$ cat src/rtl/btn_conditioner_if.sv
// Raw board inputs and conditioned outputs exchanged between the input
// conditioner (slave) and whatever drives/consumes it (master).
interface btn_conditioner_if;
    logic BtnL;
    logic BtnR;
    logic Sw0;
    logic Sw1;
    logic BtnL_level;
    logic BtnR_level;
    logic BtnL_pulse;
    logic BtnR_pulse;
    logic Sw0_db;
    logic Sw1_db;

    modport slave (
        input  BtnL,
        input  BtnR,
        input  Sw0,
        input  Sw1,
        output BtnL_level,
        output BtnR_level,
        output BtnL_pulse,
        output BtnR_pulse,
        output Sw0_db,
        output Sw1_db
    );

    modport master (
        output BtnL,
        output BtnR,
        output Sw0,
        output Sw1,
        input  BtnL_level,
        input  BtnR_level,
        input  BtnL_pulse,
        input  BtnR_pulse,
        input  Sw0_db,
        input  Sw1_db
    );
endinterface

$ cat src/rtl/btn_conditioner.sv
// Input conditioner: 2-flop sync + debounce on BtnL/BtnR/Sw0/Sw1, plus one-cycle
// press pulses with optional hold-to-repeat on the two buttons.
module btn_conditioner #(
    parameter int DEBOUNCE_CYCLES = 250000,
    parameter int REPEAT_EN       = 1,
    parameter int REPEAT_DELAY    = 25000000,
    parameter int REPEAT_PERIOD   = 5000000
) (
    input logic              Clk,
    input logic              Reset,
    btn_conditioner_if.slave bus
);
    localparam int DB_W = $clog2(DEBOUNCE_CYCLES + 1);
    localparam int RMAX = (REPEAT_DELAY > REPEAT_PERIOD) ? REPEAT_DELAY : REPEAT_PERIOD;
    localparam int RC_W = $clog2(RMAX + 1);

    localparam logic [DB_W-1:0] DB_LAST  = DB_W'(DEBOUNCE_CYCLES - 1);
    localparam logic [RC_W-1:0] DLY_LAST = RC_W'(REPEAT_DELAY - 1);
    localparam logic [RC_W-1:0] PER_LAST = RC_W'(REPEAT_PERIOD - 1);

    typedef enum logic [1:0] {
        ST_IDLE   = 2'd0,
        ST_WAIT   = 2'd1,
        ST_REPEAT = 2'd2
    } rpt_state_t;

    // Bit order everywhere: 0 BtnL, 1 BtnR, 2 Sw0, 3 Sw1
    logic [3:0] raw_vec;
    logic [3:0] db_vec;
    logic [3:0] level_vec;
    logic [1:0] pulse_vec;

    assign raw_vec = {bus.Sw1, bus.Sw0, bus.BtnR, bus.BtnL};

    genvar gi;

    generate
        for (gi = 0; gi < 4; gi++) begin : g_in
            logic            s1_reg;
            logic            s2_reg;
            logic            db_reg;
            logic            level_reg;
            logic [DB_W-1:0] cnt_reg;

            always_ff @(posedge Clk) begin
                if (Reset) begin
                    s1_reg    <= 1'b0;
                    s2_reg    <= 1'b0;
                    db_reg    <= 1'b0;
                    level_reg <= 1'b0;
                    cnt_reg   <= '0;
                end else begin
                    s1_reg    <= raw_vec[gi];
                    s2_reg    <= s1_reg;
                    level_reg <= db_reg;
                    // Any cycle of agreement restarts the disagreement run
                    if (s2_reg == db_reg) begin
                        cnt_reg <= '0;
                    end else if (cnt_reg == DB_LAST) begin
                        db_reg  <= s2_reg;
                        cnt_reg <= '0;
                    end else begin
                        cnt_reg <= cnt_reg + DB_W'(1);
                    end
                end
            end

            assign db_vec[gi]    = db_reg;
            assign level_vec[gi] = level_reg;
        end
    endgenerate

    generate
        for (gi = 0; gi < 2; gi++) begin : g_btn
            rpt_state_t      state_reg;
            logic [RC_W-1:0] rcnt_reg;
            logic            pulse_reg;

            // level_reg is db delayed by one cycle, so db & ~level marks the rising edge
            always_ff @(posedge Clk) begin
                if (Reset) begin
                    state_reg <= ST_IDLE;
                    rcnt_reg  <= '0;
                    pulse_reg <= 1'b0;
                end else begin
                    pulse_reg <= 1'b0;
                    if (!db_vec[gi]) begin
                        state_reg <= ST_IDLE;
                        rcnt_reg  <= '0;
                    end else begin
                        case (state_reg)
                            ST_IDLE: begin
                                if (!level_vec[gi]) begin
                                    pulse_reg <= 1'b1;
                                    rcnt_reg  <= '0;
                                    if (REPEAT_EN != 0) begin
                                        state_reg <= ST_WAIT;
                                    end
                                end
                            end
                            ST_WAIT: begin
                                // An expiry right after a pulse is held one cycle so pulses never touch
                                if (rcnt_reg == DLY_LAST) begin
                                    if (!pulse_reg) begin
                                        pulse_reg <= 1'b1;
                                        rcnt_reg  <= '0;
                                        state_reg <= ST_REPEAT;
                                    end
                                end else begin
                                    rcnt_reg <= rcnt_reg + RC_W'(1);
                                end
                            end
                            ST_REPEAT: begin
                                if (rcnt_reg == PER_LAST) begin
                                    if (!pulse_reg) begin
                                        pulse_reg <= 1'b1;
                                        rcnt_reg  <= '0;
                                    end
                                end else begin
                                    rcnt_reg <= rcnt_reg + RC_W'(1);
                                end
                            end
                            default: begin
                                state_reg <= ST_IDLE;
                                rcnt_reg  <= '0;
                            end
                        endcase
                    end
                end
            end

            assign pulse_vec[gi] = pulse_reg;
        end
    endgenerate

    assign bus.BtnL_level = level_vec[0];
    assign bus.BtnR_level = level_vec[1];
    assign bus.Sw0_db     = level_vec[2];
    assign bus.Sw1_db     = level_vec[3];
    assign bus.BtnL_pulse = pulse_vec[0];
    assign bus.BtnR_pulse = pulse_vec[1];
endmodule

$ cat src/flat_wrapper.sv
// flat-port wrapper written by rule: the top's interface ports become plain ports
module btn_conditioner_flat 
#(
    parameter int DEBOUNCE_CYCLES = 250000,
    parameter int REPEAT_EN       = 1,
    parameter int REPEAT_DELAY    = 25000000,
    parameter int REPEAT_PERIOD   = 5000000
)
  (Clk, Reset, bus_BtnL, bus_BtnR, bus_Sw0, bus_Sw1, bus_BtnL_level, bus_BtnR_level, bus_BtnL_pulse, bus_BtnR_pulse, bus_Sw0_db, bus_Sw1_db);
  btn_conditioner_if bus_i ();
  input logic Clk;
  input logic Reset;
  input wire logic [$bits(bus_i.BtnL)-1:0] bus_BtnL;
  input wire logic [$bits(bus_i.BtnR)-1:0] bus_BtnR;
  input wire logic [$bits(bus_i.Sw0)-1:0] bus_Sw0;
  input wire logic [$bits(bus_i.Sw1)-1:0] bus_Sw1;
  output wire logic [$bits(bus_i.BtnL_level)-1:0] bus_BtnL_level;
  output wire logic [$bits(bus_i.BtnR_level)-1:0] bus_BtnR_level;
  output wire logic [$bits(bus_i.BtnL_pulse)-1:0] bus_BtnL_pulse;
  output wire logic [$bits(bus_i.BtnR_pulse)-1:0] bus_BtnR_pulse;
  output wire logic [$bits(bus_i.Sw0_db)-1:0] bus_Sw0_db;
  output wire logic [$bits(bus_i.Sw1_db)-1:0] bus_Sw1_db;
  assign bus_i.BtnL = bus_BtnL;
  assign bus_i.BtnR = bus_BtnR;
  assign bus_i.Sw0 = bus_Sw0;
  assign bus_i.Sw1 = bus_Sw1;
  assign bus_BtnL_level = bus_i.BtnL_level;
  assign bus_BtnR_level = bus_i.BtnR_level;
  assign bus_BtnL_pulse = bus_i.BtnL_pulse;
  assign bus_BtnR_pulse = bus_i.BtnR_pulse;
  assign bus_Sw0_db = bus_i.Sw0_db;
  assign bus_Sw1_db = bus_i.Sw1_db;
  btn_conditioner #(.DEBOUNCE_CYCLES(DEBOUNCE_CYCLES), .REPEAT_EN(REPEAT_EN), .REPEAT_DELAY(REPEAT_DELAY), .REPEAT_PERIOD(REPEAT_PERIOD)) u_core (.Clk(Clk), .Reset(Reset), .bus(bus_i));
endmodule
$ cat config.mk
export PLATFORM = sky130hd
export DESIGN_NAME = btn_conditioner_flat
export DESIGN_NICKNAME = d
export VERILOG_FILES = /design/src/rtl/btn_conditioner_if.sv /design/src/rtl/btn_conditioner.sv /design/src/flat_wrapper.sv
export SDC_FILE = /design/constraint.sdc
export NUM_CORES = 1
export LEC_CHECK = 0
export CAP_MARGIN = 20
export CORE_ASPECT_RATIO = 1.4
export CORE_MARGIN = 2
export CORE_UTILIZATION = 25
export CTS_CLUSTER_SIZE = 14
export DETAILED_ROUTE_END_ITERATION = 10
export PLACE_DENSITY = 0.41
export SLEW_MARGIN = 0
export SYNTH_ARGS = -nofsm -noshare
export SYNTH_HDL_FRONTEND = slang
export SYNTH_SLANG_ARGS = --single-unit
$ cat constraint.sdc
create_clock -name Clk -period 5.9 [get_ports Clk]
set_input_delay 1.475 -clock Clk [delete_from_list [all_inputs] [get_ports Clk]]
set_output_delay 1.475 -clock Clk [all_outputs]
set_load 0.1 [all_outputs]
# After elaboration in Yosys (flattened, before gate mapping)
# Cells that the tools add are included.
[totals]
register_bits = 144
latchBits = 0
ramBits = 0
mem_bits_ro = 0
elab_cells = 104
n_memories = 0
[op_classes]
add_sub_neg = 6
n_mul = 0
n_div = 0
order_cmp = 0
eq_ne = 22
n_shift = 0
muxes = 28
n_bitwise = 8
n_reduce_logical = 14
[op_table]
columns = ["cell", "n"]
rows = [
  ["25-bit two-way mux", 8],
  ["25-bit one-hot mux with 3 select lines", 2],
  ["18-bit by 1-bit adder with 18-bit output (second input constant)", 4],
  ["18-bit equality test (second input constant)", 4],
  ["25-bit by 1-bit adder with 25-bit output (second input constant)", 2],
  ["25-bit by 23-bit equality test with 1-bit output (second input constant)", 2],
  ["25-bit equality test (second input constant)", 2],
  ["2-bit two-way mux", 6],
  ["2-bit one-hot mux with 3 select lines", 2],
  ["3-bit OR reduction", 4],
  ["1-bit two-way mux", 8],
  ["2-bit != test (second input constant)", 4],
  ["1-bit NOT", 8],
  ["2-bit AND reduction", 4],
  ["4-bit AND reduction", 2],
  ["1-bit one-hot mux with 3 select lines", 2],
  ["1-bit equality test", 4],
  ["2-bit by 1-bit equality test with 1-bit output (second input constant)", 2],
  ["2-bit equality test (second input constant)", 2],
  ["2-bit zero test", 2],
  ["2-bit by 1-bit != test with 1-bit output (second input constant)", 2],
  ["2-bit OR reduction", 2],
]

# Longest topological paths before layout
# Gate-level depths: netlist of the first run.
[logic_depth]
word_depth = 3
depth_mapped = 10
mapped_depth_nobuf = 8

# Worst setup path before layout of the first run
# Ideal clock, no wire load.
[synth_path]
path_kind = "input port to flip-flop"
startpoint = "input port Reset"
endpoint = "register u_core.g_btn[0].rcnt_reg[2]"
t_arrival_ps = 2990
required_time_ps = 5772
path_slack_ps = 2782
cell_stages = 9
path_cell_list = "clkbuf_1 > nand2b_1 > clkbuf_1 > clkinv_1 > nand3_1 > a21oi_1 > buf_2 > a21oi_1 > o22ai_1"
[synth_via]
elab_chain_len = 1
[synth_rtl]
columns = ["item", "line", "text"]
rows = [
  ["from (decl)", "flat_wrapper.sv:12", "input logic Reset;"],
  ["2-bit OR reduction (no line)", "-", ""],
  ["to (signal assigned)", "btn_conditioner.sv:110", "rcnt_reg <= rcnt_reg + RC_W'(1);"],
  ["to (signal assigned)", "btn_conditioner.sv:120", "rcnt_reg <= rcnt_reg + RC_W'(1);"],
  ["to (decl)", "btn_conditioner.sv:76", "logic [RC_W-1:0] rcnt_reg;"],
]
# No other way between the ends.
# A chain may end at the register's enable or synchronous reset.

# Worst setup path in the final report of the first run
[layout_path]
startpoint = "input port Reset"
endpoint = "register u_core.g_btn[0].rcnt_reg[12]"
# The elaborated chain is that of the path after synthesis.

==> results of run 1 <==
where the power goes:
part	internal [mW]	leakage, nW	switching (mW)	total (mW)
clock	0.574	0.266	0.444	1.02
combinational	0.00637	1.04	0.00799	0.0144
sequential	0.976	1.16	0.00178	0.977
total	1.56	2.47	0.454	2.01
synth_stat cells, drive strengths merged (3+ instances only):
library cell and n:
a211oi 3, inv 20, a21oi 35, nor2b 12
xor2 35, nand2b 3, buf 6, and2 6
o211ai 10, nor2 126, clkbuf 22, a22o 3
and3 18, xnor2 32, a21o 5, nand4 28
nor4 10, o21ai 30, dfxtp 144, o22ai 5
a311oi 3, and4 10, nor4b 11, nand3b 3
or3 16, ha 16, o311ai 3, a31oi 15
mux2i 7, nand3 65, or4 6, nor3 18
nand2 95, o31ai 6, a41oi 4
critical path, stage by stage:
cell and delay, ns:
sky130_fd_sc_hd__clkdlybuf4s50_1 0.44, sky130_fd_sc_hd__nand2b_1 0.31, sky130_fd_sc_hd__clkinv_1 0.20, sky130_fd_sc_hd__nand3_1 0.30, sky130_fd_sc_hd__a21oi_1 0.66, sky130_fd_sc_hd__buf_4 0.32, sky130_fd_sc_hd__o21ai_0 0.11, sky130_fd_sc_hd__a31oi_1 0.17
kinds of logic (layout without fill, tap and decap cells):
| logic type | after synthesis | in the layout | share of synthesized area, % |
|---|---|---|---|
| and+or+nand+nor | 433 | 433 | 30.48 |
| DFF | 144 | 144 | 40.76 |
| AOI/OAI and AO/OA | 142 | 142 | 13.52 |
| xor gates and xnor gates | 67 | 67 | 8.298 |
| buffers and inverters | 50 | 68 | 2.795 |
| adders and majority gates | 16 | 16 | 2.831 |
| muxes | 9 | 9 | 1.309 |
layout make-up:
class	instances	area, sq um
fill	3043	19640
multi-input combinational	667	3998
sequential	144	2883
clock buffer	21	470.5
tap	370	462.9
timing repair buffer	14	132.6
inverter	22	82.58
clock inverter	11	81.33
per-stage QoR:
step	hold slack, ns	total power [mW]	setup WS (ns)
after CTS	0.4407	2.049	2.224
after global routing	0.4574	2.082	1.993
after floorplan	0.4132	1.007	2.782
final	0.4386	2.010	2.252
after detailed placement	0.4269	1.014	1.806
after global placement	0.4189	1.014	1.884
cell usage in the layout (no fill, tap or decap), drive strengths merged, types with 15 or more instances in the layout:
master	instances
nor2	126
nand3	65
ha	16
a21oi	35
a31oi	15
o21ai	30
or3	16
clkbuf	21
inv	23
nor3	18
nand4	28
xor2	35
dfxtp	144
and3	18
nand2	95
xnor2	32
per-layer routing:
layer | global-route usage [%] | share of wire [%]
met1 | 14.48 | 43
met2 | 22.51 | 51
met3 | 2.517 | 2.2
met4 | 6.727 | 3.4
met5 | 0 | 0
worst paths after layout:
kind                                                          startpoint                                   endpoint  depth (start not counted)
worst max-delay path                                               Reset  u_core.g_btn[0].rcnt_reg[12]$_SDFFE_PP0N_                          8
worst min register to register          u_core.g_in[0].s1_reg$_SDFF_PP0_           u_core.g_in[0].s2_reg$_SDFF_PP0_                          1
worst max register to register  u_core.g_btn[0].rcnt_reg[0]$_SDFFE_PP0N_  u_core.g_btn[0].rcnt_reg[13]$_SDFFE_PP0N_                          8
worst min-delay path                    u_core.g_in[0].s1_reg$_SDFF_PP0_           u_core.g_in[0].s2_reg$_SDFF_PP0_                          1
==> impl_metrics.tcl, run 1 <==
set metrics [dict create \
    setup.worst_path.end_class "flip-flop" \
    synthesis.area_per_instance_sq_um 8.213 \
    synth-edff-count 0 \
    area_growth_pct 14.69 \
    nets 888 \
    synth_cells 861 \
    detail_route.iter0.violations 361 \
    postCtsHoldBufs 0 \
    avgViaCountPerCell 4.912 \
    clkLatencyLatePin_ns 0.43 \
    io-pin-count 12 \
    grt_pass1_wl_mm 30.77 \
    die_area_sq_um 29670 \
    numPortBuffers 11 \
    routed_wire_length_per_instance_microns 14.62 \
    synth_async_sr_flop_share_pct 0 \
    final.period_utilization_pct 61.83 \
    synth.net_count 883 \
    status "finished clean" \
    ys.warnings.count 0 \
    fp.coreArea_sq_um 27750 \
    tightest_slew_ns 1.016 \
    detail_route.first_pass.iterations 5 \
    number_of_failing_setup_endpoints_in_the_final_timing_report 0 \
    route.vias.total 6135 \
    drt.antenna.violating_nets 0 \
    drive_gt1_share_pct 5.688 \
    synth_seq_area_share_pct 40.76 \
    rsz0062_at_grt "no" \
    antenna_found_initial 0 \
    path_max_fanout 13 \
    max_reg_flops 72 \
    min_path_type "reg -> reg" \
    globalRoute.totalOverflow 0 \
    tns_ns 0 \
    num_antenna_cells 0 \
    number_of_buffers_between_clock_root_and_the_deepest_sink 2 \
    worst_ep_arrival_time_ns 4.00 \
    worst_rel_slew_slack_pct 31.72 \
    synth.ff_latch_count 144 \
    p_leak_nw 2.469 \
    place_congestion 0.8219 \
    report.final.hold_viol_count 0 \
    synthFlopType "sky130_fd_sc_hd__dfxtp_1" \
    numCtsBuffers 17 \
    initial_utilization_pct 25.49 \
    clock.fmax_ghz 0.2741 \
    finish.instance_area_sq_um 8110 \
    grt_pass1_vias 6067 \
    globalRouteTotalUtil_pct 12.75 \
    number_of_sinks_driven_by_the_clock_tree 144 \
    post_route_drc_violation_count 0 \
    cells_taking_the_most_area_after_synthesis "sky130_fd_sc_hd__dfxtp_1 41%, sky130_fd_sc_hd__nor2_1 6.7%, sky130_fd_sc_hd__nand2_1 5.0%" \
    die_h_microns 203 \
    place_area_sq_um 7559 \
    ctsResizeCount 0 \
    max-cap-violations 0 \
    std_cell_rows 72 \
    clk_transition_reported_paths_ns 0.06 \
    final_period_minus_worst_setup_slack_ns 3.648 \
    synth_top_cell_area_share_pct 40.76 \
    finalClockSkew_ns 0.01130 \
    required_time_of_the_critical_path_ns 6.25 \
    cts-root-buf "sky130_fd_sc_hd__clkbuf_16" \
    synth_top_cell_by_area "sky130_fd_sc_hd__dfxtp_1" \
    postRouteWirelength_mm 18.26 \
    cp-start-kind "primary input" \
    post-place-cells 1217 \
    fp.dieW_microns 146.1 \
    syn-cell-area_sq_um 7072 \
    final_core_util_pct 29.23 \
    power_density_cells_nw_per_um2 247.8 \
    netlist-cell-type-count 66 \
    grt_max_degree 20 \
    final_cell_count_no_fill 1249 \
    place.detailed.hpwl_mm 13.29 \
    post_cts.repair.setup_buffers 0 \
    worst-setup-path-type "in -> reg" \
    h-tree-depth 4 \
    vdd_drop_max_v 0.0001416 \
    cts_tree "done" \
    final_count_of_pins_violating_max_slew 0 \
    ff2ff_setup_slack_ns 2.91 \
]
Power figures use the tool's default switching activity.
==> run 2: changes to the inputs <==
Settings changed: PLACE_DENSITY 0.41 to 0.42.
Clock period 5.9 ns to 3.18 ns, I/O delays scaled along.
==> run 2 against run 1 <==
Effect of this change:
- cell area up 1.4%
- cell count is 1.2% higher
- wire length increased by 1.0%
- setup slack worse by 1.8 ns
- power rose by 90%
- clock power up 95%
- sequential power is 85% higher
- hold slack gained 0.0017 ns
- first-iteration DRC count is 15% lower
- sequential share of layout area down 0.50 points
- core utilization grew 0.41 points
- non-clock buffer count up 15
==> impl_metrics.tcl, run 2 (synthesis gave the netlist of run 1 again) <==
set metrics [dict create \
    number_of_sinks_driven_by_the_clock_tree 144 \
    crit_slowest_cell "sky130_fd_sc_hd__nor4bb_1" \
    clock_power_share_pct 51.9 \
    die_area_sq_um 29670 \
    final_cell_mix "144 x sky130_fd_sc_hd__dfxtp_1, 126 x sky130_fd_sc_hd__nor2_1, 95 x sky130_fd_sc_hd__nand2_1" \
    avgViaCountPerCell 4.848 \
    io-pin-count 12 \
    globalRoute.totalOverflow 0 \
    route.vias.total 6128 \
    comb_power_share_pct 0.7 \
    routed_wire_length_per_instance_microns 14.59 \
    numCtsBuffers 17 \
    detail_route.first_pass.iterations 4 \
    vdd_drop_max_v 0.0003113 \
    final_cell_count_no_fill 1264 \
    min_from "u_core.g_in[0].s1_reg$_SDFF_PP0_" \
    total_power_mw 3.826 \
    globalRouteTotalUtil_pct 12.80 \
    p_int_mw 2.924 \
    clkLatencyLatePin_ns 0.43 \
    clk_transition_reported_paths_ns 0.07 \
    max_stage_delay_ns 0.62 \
    required_time_of_the_critical_path_ns 3.49 \
    fp.coreArea_sq_um 27750 \
    power_density_cells_nw_per_um2 465.2 \
    num_antenna_cells 0 \
    ctsResizeCount 0 \
    status "finished clean" \
    place_congestion 0.8436 \
    postRouteWirelength_mm 18.44 \
    postCtsHoldBufs 0 \
    cts-root-buf "sky130_fd_sc_hd__clkbuf_16" \
    tns_ns 0 \
    seq_power_share_pct 47.4 \
    grt_max_degree 20 \
    finish.instance_area_sq_um 8225 \
    detailedPlace.worstSlack_ns 0.3165 \
    p_leak_nw 2.570 \
    nets 903 \
    finalClockSkew_ns 0.01091 \
    cts_tree "done" \
    report.final.hold_viol_count 0 \
    clock.fmax_ghz 0.3733 \
    std_cell_rows 72 \
    final_count_of_pins_violating_max_slew 0 \
    drt.antenna.violating_nets 0 \
    place_area_sq_um 7650 \
    worstSetupStartpoint "u_core.g_btn[1].rcnt_reg[22]$_SDFFE_PP0N_" \
    fin_hold_ws_ns 0.4403 \
    area.sequential_sq_um 2883 \
    multi_input_area_sq_um 3991 \
    drive_gt1_share_pct 7.942 \
    number_of_buffers_between_clock_root_and_the_deepest_sink 2 \
    fp.dieW_microns 146.1 \
    rsz0062_at_grt "no" \
    timing.final.ws_setup_ns 0.5009 \
    min_path_type "reg -> reg" \
    cp-start-kind "flip-flop" \
    setup.worst_path.end_class "flip-flop" \
    grt_pass1_vias 6129 \
    crit_path_most_repeated_cell "sky130_fd_sc_hd__nand2_1" \
    max_reg_flops 72 \
    worst-setup-path-type "reg -> reg" \
    post_cts.repair.setup_buffers 0 \
    post_route_drc_violation_count 0 \
    place.detailed.hpwl_mm 13.27 \
    tightest_slew_ns 0.8623 \
    netSwitchingFraction_pct 23.59 \
    h-tree-depth 4 \
    grt_pass1_wl_mm 30.72 \
    layout.filler_cells 3023 \
    final_core_util_pct 29.64 \
    die_h_microns 203 \
    area_growth_pct 16.31 \
    numPortBuffers 11 \
    path_max_fanout 6 \
    initial_utilization_pct 25.49 \
    max-cap-violations 0 \
    detail_route.iter0.violations 307 \
    cells_along_the_critical_path "nor4bb_1, nand2_1, o31ai_4, nand2_1, a311oi_1, o21ai_0" \
    mostFrequentLayoutCell "sky130_fd_sc_hd__dfxtp_1" \
    antenna_found_initial 0 \
    timing.rr.start "u_core.g_btn[1].rcnt_reg[22]$_SDFFE_PP0N_" \
    number_of_failing_setup_endpoints_in_the_final_timing_report 0 \
    post-place-cells 1232 \
    final.period_utilization_pct 84.25 \
    final_period_minus_worst_setup_slack_ns 2.679 \
    worst_rel_slew_slack_pct 42.30 \
    worst_ep_arrival_time_ns 2.99 \
    net-switching-power_mw 0.9025 \
]
run 2: changes by cell type in the layout (fill, tap and decap cells not counted), sizes merged:
cell / change
clkinvlp: -1
inv: +5
clkinv: -1
bufinv: +1
clkbuf: -4
clkdlybuf4s50: -6
buf: +21
run 2: layout make-up:
cell class	instances	area share, %
Clock buffer	17	5.172
Clock inverter	15	1.825
Inverter	22	1.004
Multi-Input combinational cell	667	48.52
Sequential cell	144	35.05
Tap cell	370	5.628
Timing Repair Buffer	29	2.799
run 2: power by group through the flow:
stage	registers (mW)	logic (mW)	clock network (mW)
after global routing	1.81	0.0303	2.13
after floorplan	1.85	0.0159	0
after global placement	1.85	0.0283	0
final	1.81	0.0266	1.99
after CTS	1.81	0.0280	2.05
after detailed placement	1.85	0.0278	0
run 2: worst paths after layout:
path,end,slack [ns],depth (start not counted)
worst min register to register,u_core.g_in[0].s2_reg$_SDFF_PP0_,0.44,1
worst max register to register,u_core.g_btn[1].rcnt_reg[12]$_SDFFE_PP0N_,0.50,6
worst max-delay path,u_core.g_btn[1].rcnt_reg[12]$_SDFFE_PP0N_,0.50,6
worst min-delay path,u_core.g_in[0].s2_reg$_SDFF_PP0_,0.44,1
run 2: routing by layer:
metal	vias up	wire, microns	track usage, %
met5	-	0	0
met4	0	526	5.999
met3	31	562	2.809
met2	91	9371	23.11
met1	2880	7979	14.25
li1	3126	-	-
run 2: worst max-delay path: cells and delay by family (launching register included):
family / cells / cell delay [ns]
flip-flops: 1 / 0.44
AO/OA/AOI/OAI: 3 / 0.91
AND/OR/NAND/NOR: 3 / 1.19
